## src/rtl/oldland_operand_fwd.sv

```systemverilog
// Operand forwarding and load-use interlock for the oldland pipeline.
// Optional statistics counters are enabled by defining OLDLAND_FWD_STATS_EN.
module oldland_operand_fwd #(
  parameter int NUM_PORTS  = 2,
  parameter int NUM_STAGES = 2,
  parameter int SEL_BITS   = 4,
  parameter int DATA_WIDTH = 32,
  parameter int LOAD_STAGE = 1
) (
  input  logic                             clk,
  input  logic                             rst_n,
  input  logic                             advance,
  input  logic                             flush,
  input  logic [NUM_PORTS*SEL_BITS-1:0]    src_sel,
  input  logic [NUM_PORTS-1:0]             src_used,
  input  logic [NUM_PORTS*DATA_WIDTH-1:0]  rf_val,
  input  logic [NUM_STAGES*SEL_BITS-1:0]   st_rd_sel,
  input  logic [NUM_STAGES-1:0]            st_update_rd,
  input  logic [NUM_STAGES-1:0]            st_is_load,
  input  logic [NUM_STAGES*DATA_WIDTH-1:0] st_result,
  output logic [NUM_PORTS*DATA_WIDTH-1:0]  op_val,
  output logic                             stall
`ifdef OLDLAND_FWD_STATS_EN
  ,
  input  logic                             stat_clr,
  output logic [31:0]                      stat_fwd_cnt,
  output logic [31:0]                      stat_stall_cnt
`endif
);

  localparam int IDX_W = (NUM_STAGES > 1) ? $clog2(NUM_STAGES) : 1;

  logic [NUM_PORTS-1:0] hit_vld;
  logic [NUM_PORTS-1:0] hit_load;
  logic [IDX_W-1:0]     hit_idx [NUM_PORTS];

  logic [NUM_PORTS-1:0] sel_vld_d, sel_vld_q;
  logic [IDX_W-1:0]     sel_idx_d [NUM_PORTS];
  logic [IDX_W-1:0]     sel_idx_q [NUM_PORTS];

  // Scan stages oldest-first so the youngest matching producer overwrites the result.
  always_comb begin
    hit_vld  = '0;
    hit_load = '0;
    for (int p = 0; p < NUM_PORTS; p++) begin
      hit_idx[p] = '0;
      for (int k = NUM_STAGES - 1; k >= 0; k--) begin
        if (src_used[p] && st_update_rd[k] &&
            (st_rd_sel[k*SEL_BITS +: SEL_BITS] == src_sel[p*SEL_BITS +: SEL_BITS])) begin
          hit_vld[p]  = 1'b1;
          hit_idx[p]  = IDX_W'(k);
          hit_load[p] = st_is_load[k] && (k < LOAD_STAGE);
        end
      end
    end
  end

  assign stall = (|hit_load) && !flush;

  always_comb begin
    sel_vld_d = sel_vld_q;
    for (int p = 0; p < NUM_PORTS; p++) begin
      sel_idx_d[p] = sel_idx_q[p];
    end
    if (flush) begin
      sel_vld_d = '0;
      for (int p = 0; p < NUM_PORTS; p++) begin
        sel_idx_d[p] = '0;
      end
    end else if (advance && !stall) begin
      sel_vld_d = hit_vld;
      for (int p = 0; p < NUM_PORTS; p++) begin
        sel_idx_d[p] = hit_idx[p];
      end
    end
  end

  always_ff @(posedge clk or negedge rst_n) begin
    if (!rst_n) begin
      sel_vld_q <= '0;
      for (int p = 0; p < NUM_PORTS; p++) begin
        sel_idx_q[p] <= '0;
      end
    end else begin
      sel_vld_q <= sel_vld_d;
      for (int p = 0; p < NUM_PORTS; p++) begin
        sel_idx_q[p] <= sel_idx_d[p];
      end
    end
  end

  // The operand mux adds no latency: the execute stage sees the live stage result.
  always_comb begin
    op_val = rf_val;
    for (int p = 0; p < NUM_PORTS; p++) begin
      for (int k = 0; k < NUM_STAGES; k++) begin
        if (sel_vld_q[p] && (sel_idx_q[p] == IDX_W'(k))) begin
          op_val[p*DATA_WIDTH +: DATA_WIDTH] = st_result[k*DATA_WIDTH +: DATA_WIDTH];
        end
      end
    end
  end

`ifdef OLDLAND_FWD_STATS_EN
  logic [31:0] stat_fwd_cnt_d, stat_fwd_cnt_q;
  logic [31:0] stat_stall_cnt_d, stat_stall_cnt_q;
  logic [32:0] fwd_inc;
  logic [32:0] fwd_sum;

  // Counts forwards that are actually committed into the select registers.
  always_comb begin
    fwd_inc = '0;
    if (advance && !stall && !flush) begin
      for (int p = 0; p < NUM_PORTS; p++) begin
        fwd_inc = fwd_inc + {32'd0, hit_vld[p]};
      end
    end
    fwd_sum          = {1'b0, stat_fwd_cnt_q} + fwd_inc;
    stat_fwd_cnt_d   = fwd_sum[32] ? 32'hFFFF_FFFF : fwd_sum[31:0];
    stat_stall_cnt_d = stat_stall_cnt_q;
    if (stall && (stat_stall_cnt_q != 32'hFFFF_FFFF)) begin
      stat_stall_cnt_d = stat_stall_cnt_q + 32'd1;
    end
    if (stat_clr) begin
      stat_fwd_cnt_d   = '0;
      stat_stall_cnt_d = '0;
    end
  end

  always_ff @(posedge clk or negedge rst_n) begin
    if (!rst_n) begin
      stat_fwd_cnt_q   <= '0;
      stat_stall_cnt_q <= '0;
    end else begin
      stat_fwd_cnt_q   <= stat_fwd_cnt_d;
      stat_stall_cnt_q <= stat_stall_cnt_d;
    end
  end

  assign stat_fwd_cnt   = stat_fwd_cnt_q;
  assign stat_stall_cnt = stat_stall_cnt_q;
`endif

endmodule

```

## config.mk

```make
export PLATFORM = sky130hd
export DESIGN_NAME = oldland_operand_fwd
export DESIGN_NICKNAME = d
export VERILOG_FILES = /design/src/rtl/oldland_operand_fwd.sv
export SDC_FILE = /design/constraint.sdc
export NUM_CORES = 1
export LEC_CHECK = 0
export ABC_AREA = 0
export CAP_MARGIN = 40
export CORE_MARGIN = 2
export CORE_UTILIZATION = 24
export CTS_BUF_LIST = sky130_fd_sc_hd__clkbuf_8 sky130_fd_sc_hd__clkbuf_16
export DETAILED_ROUTE_END_ITERATION = 10
export GPL_TIMING_DRIVEN = 0
export HOLD_SLACK_MARGIN = 0.06
export PLACE_DENSITY = 0.82
export REMOVE_ABC_BUFFERS = 1
export SETUP_SLACK_MARGIN = 0.5
export SYNTH_ARGS = -nofsm -noshare
export SYNTH_HDL_FRONTEND = slang
export SYNTH_SLANG_ARGS = --single-unit
```

## constraint.sdc

```tcl
create_clock -name clk -period 1.15 [get_ports clk]
set_input_delay 0.115 -clock clk [delete_from_list [all_inputs] [get_ports clk]]
set_output_delay 0.115 -clock clk [all_outputs]
set_load 0.02 [all_outputs]
```

Word-level counts from Yosys, hierarchy flattened --
Index checks and enable logic that the tools add are counted.
Operators by class: add/sub/neg operators 0, multiply operators 0, divide/modulo/power cells 0, $lt $le $gt $ge 0, eq/ne operators 4, shifts and indexed selects 0, mux-type cells 16, bitwise logic cells 2, reductions and logical operators 18
Operators with widths (count):
- two-way mux 32 bit | 4
- == test 4 bit | 4
- logical AND 1 bit | 14
- two-way mux 1 bit | 8
- two-way mux 2 bit | 4
- logical NOT 1 bit | 2
- NOT 1 bit | 2
- nonzero test 2 bit | 1
- OR reduction 2 bit | 1
Word-level totals: bits in registers 4, latch bits 0, memory bits (writable) 0, memory bits (read-only) 0, bits of input ports 154, output and inout bits 65, memories kept 0

Logic depth before layout (Yosys ltp) --
depth after elaboration 9, gate-level depth with buffers 6, mapped depth without buffers 6

Worst setup path before layout --
Ideal clock, no wire load.
kind reg2out, from register sel_idx_q[1] in the netlist's numbering, to output port op_val[10], data arrival time 1302 ps, slack -267 ps, stages on the path, launching flop included 5, path buffers 2, cell sequence dfrtp_1 clkbuf_1 buf_2 mux2i_1 a21oi_1
Between the ends: longest elaborated chain between the ends 4
Ends and longest elaborated chain:
- from (decl) | line 39 | logic [IDX_W-1:0] sel_idx_q [NUM_PORTS];
- from (signal, indexed assignment) | line 87 | sel_idx_q[p] <= sel_idx_d[p];
- NOT 1 bit | line 97 | if (sel_vld_q[p] && (sel_idx_q[p] == IDX_W'(k))) begin
- logical AND 1 bit | line 97
- two-way mux 32 bit | line 97
- two-way mux 32 bit (*) | line 97
- to (decl) | line 21 | output logic [NUM_PORTS*DATA_WIDTH-1:0] op_val,
Mark *: on every way between the ends. The rest lies on a longest branch, timed or not.

Worst setup path in the final report --
from register sel_idx_q[1] in the netlist's numbering, to output port op_val[2]
The elaborated chain is that of the path after synthesis.

==> impl_results.md <==
* Top-area cell type share of the netlist area at 0.366
* Synth Warn # at 0
* Top-Level Pins at 219
* Final WS setup at -458 ps
* Total power at 0.00220 W
* Reg area at 113 um^2
* Final setup violation count at 69
* H-tree level count at 1
* Nets@finish at 657
* Clk sink count at 4
* I/O Buffers at between 200 and 250
* Netlist Area Pre-Place at 1750 um^2
* Global-route wire length before repair at 12.6 mm
* Total Wirelength at just under 10 mm
* Most frequent cell after synthesis: nor2_1
* CP endpoint kind: output port
* Met3 GRT Util at 0.0332
* CTS tree: yes
* Post-synth top cells: nor2_1 (68), a21oi_1 (67), mux2i_1 (64)
* Clock Latency Late Sink at 210 ps
* Register bit total from synthesis at 4
* Pin slew with the least headroom to its limit at 298 ps
* Final hold violations at 0
* Worst Path Max Fanout at 6
* Via count at 2,881
* CP max-delay cell: dfrtp_4
* Outcome: finished with violations
* Initial antenna violation count at 0
* Max Buffers Root-to-Sink at 2
* CP Depth at 5
* Crit path top cell by count: buf_4
* WL/cell at 16.4 um
* Initial Utilization at 0.244
* Post-route setup TNS at -23,330 ps
* Mean post-synth cell area at 6.63 um^2
* Max Freq at just over 0.6 GHz
* Die area at 7990 um^2
* Sequential area share after synthesis at 0.0572
* Final ANT Viol Nets at 0
* Worst hold-check path type: input pin to async pin
* Clock slew at reported path FFs at 30 ps
* CP Launch Type: flip-flop
* GPL Wtd Cong at ~0.78
* Area leader, netlist: mux2i_1
* Residual DRC at 0
* Final global-route overflow total at 0
* Cell Rows at 31
* CP peak stage delay at between 500 and 600 ps
* Clock Skew at 0 ps
* Largest net degree at the start of global routing at 51
* Critical-path cell list: buf_4 -> clkbuf_16 -> mux2i_2 -> a21oi_2 -> buf_4
* Post-DP HPWL at between 6 and 7 mm
* P&R area growth vs syn at 157%
* Iteration-0 DRC Markers at between 50 and 60
* Leak at roughly 1.8 nW
* Vias in the first global route at around 2,700
* Multi-input gate area at 1680 um^2
* CP delay by family, top: flip-flops
* Clk root buf: clkbuf_8
* # fillers at 638
* FFs w/ async S/R, synth at 1.00
* Die Wd at ~89 um
* Max cap viols at 0
* Gr usage total at 0.200
* Final Core Density at 0.628
* Die Height at 89.4 um
* Post-placement setup slack at -1090 ps
* Gate Count Post-Synth at 264
* VDD IR max at 270 uV
* Final worst-path cycle share at 1.40
* Worst hold slack at 109 ps
* Max-slew violations at 0
* Unrepaired setup endpoints after global routing: true
* Crit Path Class: flip-flop to output port
* Pre-antenna DRT Iters at 4
* GRT Max-Usage Layer: met2
* Area contributors post-synth: mux2i_1 (37%), a21oi_1 (19%), nor2_1 (15%)
* Drt via density at 4.79
* Power Dens Cells at 487 nW/um^2
* Final min period at around 1600 ps
* Violated checks: negative setup slack
* Reg2Reg Depth at 4
* Buf+Inv Stages, Crit Path at 3
* Met2 global-route usage at 0.395
* Ratio of cells with drive above 1 in the final layout at 0.297
* Post-synthesis cell type count at 28
* Worst relative slew slack at 0.800
* Met1 Track Usage GR at 0.212
* Main synth FF type: dfrtp_1
* EDFF count, synth at 0
* Critical Path AT at 1490 ps
* Core footprint at slightly above 7000 um^2
* CTS buffer count at 3
* Worst EP required at about 1000 ps
## report_power, final
| part | internal (W) | switching, W | leakage, nW |
|---|---|---|---|
| clock network | 0.000222 | 0.0000630 | 0.0216 |
| registers | 0.000149 | 0.00000816 | 0.0473 |
| logic | 0.000951 | 0.000802 | 1.72 |
## kinds of logic (layout without fill, tap and decap cells)
logic type	after synthesis	in the layout	synth area share
buffers and inverters	22	259	0.0558
and+or+nand+nor	85	85	0.222
xor gates and xnor gates	16	16	0.0801
AOI/OAI and AO/OA	73	73	0.219
muxes	64	64	0.366
DFF	4	4	0.0572
other	0	1	0
## per-layer routing
layer	routed length, um	vias to the layer above
met5	0	-
met4	124	0
met3	717	10
met2	5390	131
met1	3620	1329
li1	-	1411
## state kept, by name, indices dropped and copies added (netlist names)
signal / flops
sel_vld_q: 2
sel_idx_q: 2
## final cells by class
class	count	area share
multi-input cells	238	0.374
flip-flops and latches	4	0.0250
clock buffers	3	0.00917
repair buffers	256	0.564
well taps	99	0.0275
diodes	1	0.000556
## final timing paths
check	endpoint	start	slack (ps)
hold / removal	sel_idx_q[0]$_DFFE_PN0P_	rst_n	110
setup reg to reg	sel_idx_q[0]$_DFFE_PN0P_	sel_idx_q[0]$_DFFE_PN0P_	20
hold reg to reg	sel_vld_q[1]$_DFFE_PN0P_	sel_vld_q[1]$_DFFE_PN0P_	820
max in group asynchronous	sel_vld_q[0]$_DFFE_PN0P_	rst_n	850
min in group clk	sel_vld_q[0]$_DFFE_PN0P_	flush	200
setup / recovery	op_val[2]	sel_idx_q[1]$_DFFE_PN0P_	-460
## through the flow
stage	std cells	cell area [um^2]
final	601	4500
after global routing	600	4500
after CTS	588	4270
after detailed placement	562	4030
after global placement	558	3950
after floorplan	242	1650
## cell usage in the layout, fill, tap and decap left out, drive strengths merged
cell | Yosys | routed
nor2b | 2 | 2
or4 | 1 | 1
clkbuf | 12 | 8
clkdlybuf4s15 | 0 | 7
nand3 | 4 | 4
a21oi | 67 | 67
xor2 | 13 | 13
buf | 10 | 109
o21ai | 2 | 2
and4b | 1 | 1
o22ai | 1 | 1
dfrtp | 4 | 4
nor3 | 2 | 2
diode | 0 | 1
dlygate4sd2 | 0 | 6
nand2 | 1 | 1
nand4b | 2 | 2
nand4 | 1 | 1
nand2b | 1 | 1
o22a | 2 | 2
xnor2 | 3 | 3
nor4 | 2 | 2
a311oi | 1 | 1
mux2i | 64 | 64
clkdlybuf4s50 | 0 | 129
nor2 | 68 | 68
## what timing repair did
| item | in CTS | in global routing |
|---|---|---|
| gates cloned | 2 | 5 |
| endpoints found under the setup margin | 69 | 69 |
| pin swaps | 50 | 48 |
| resized for setup | 425 | 21 |
| hold buffers | 0 | 0 |
| buffers inserted | 21 | 7 |
(Power assumes the default switching activity.)
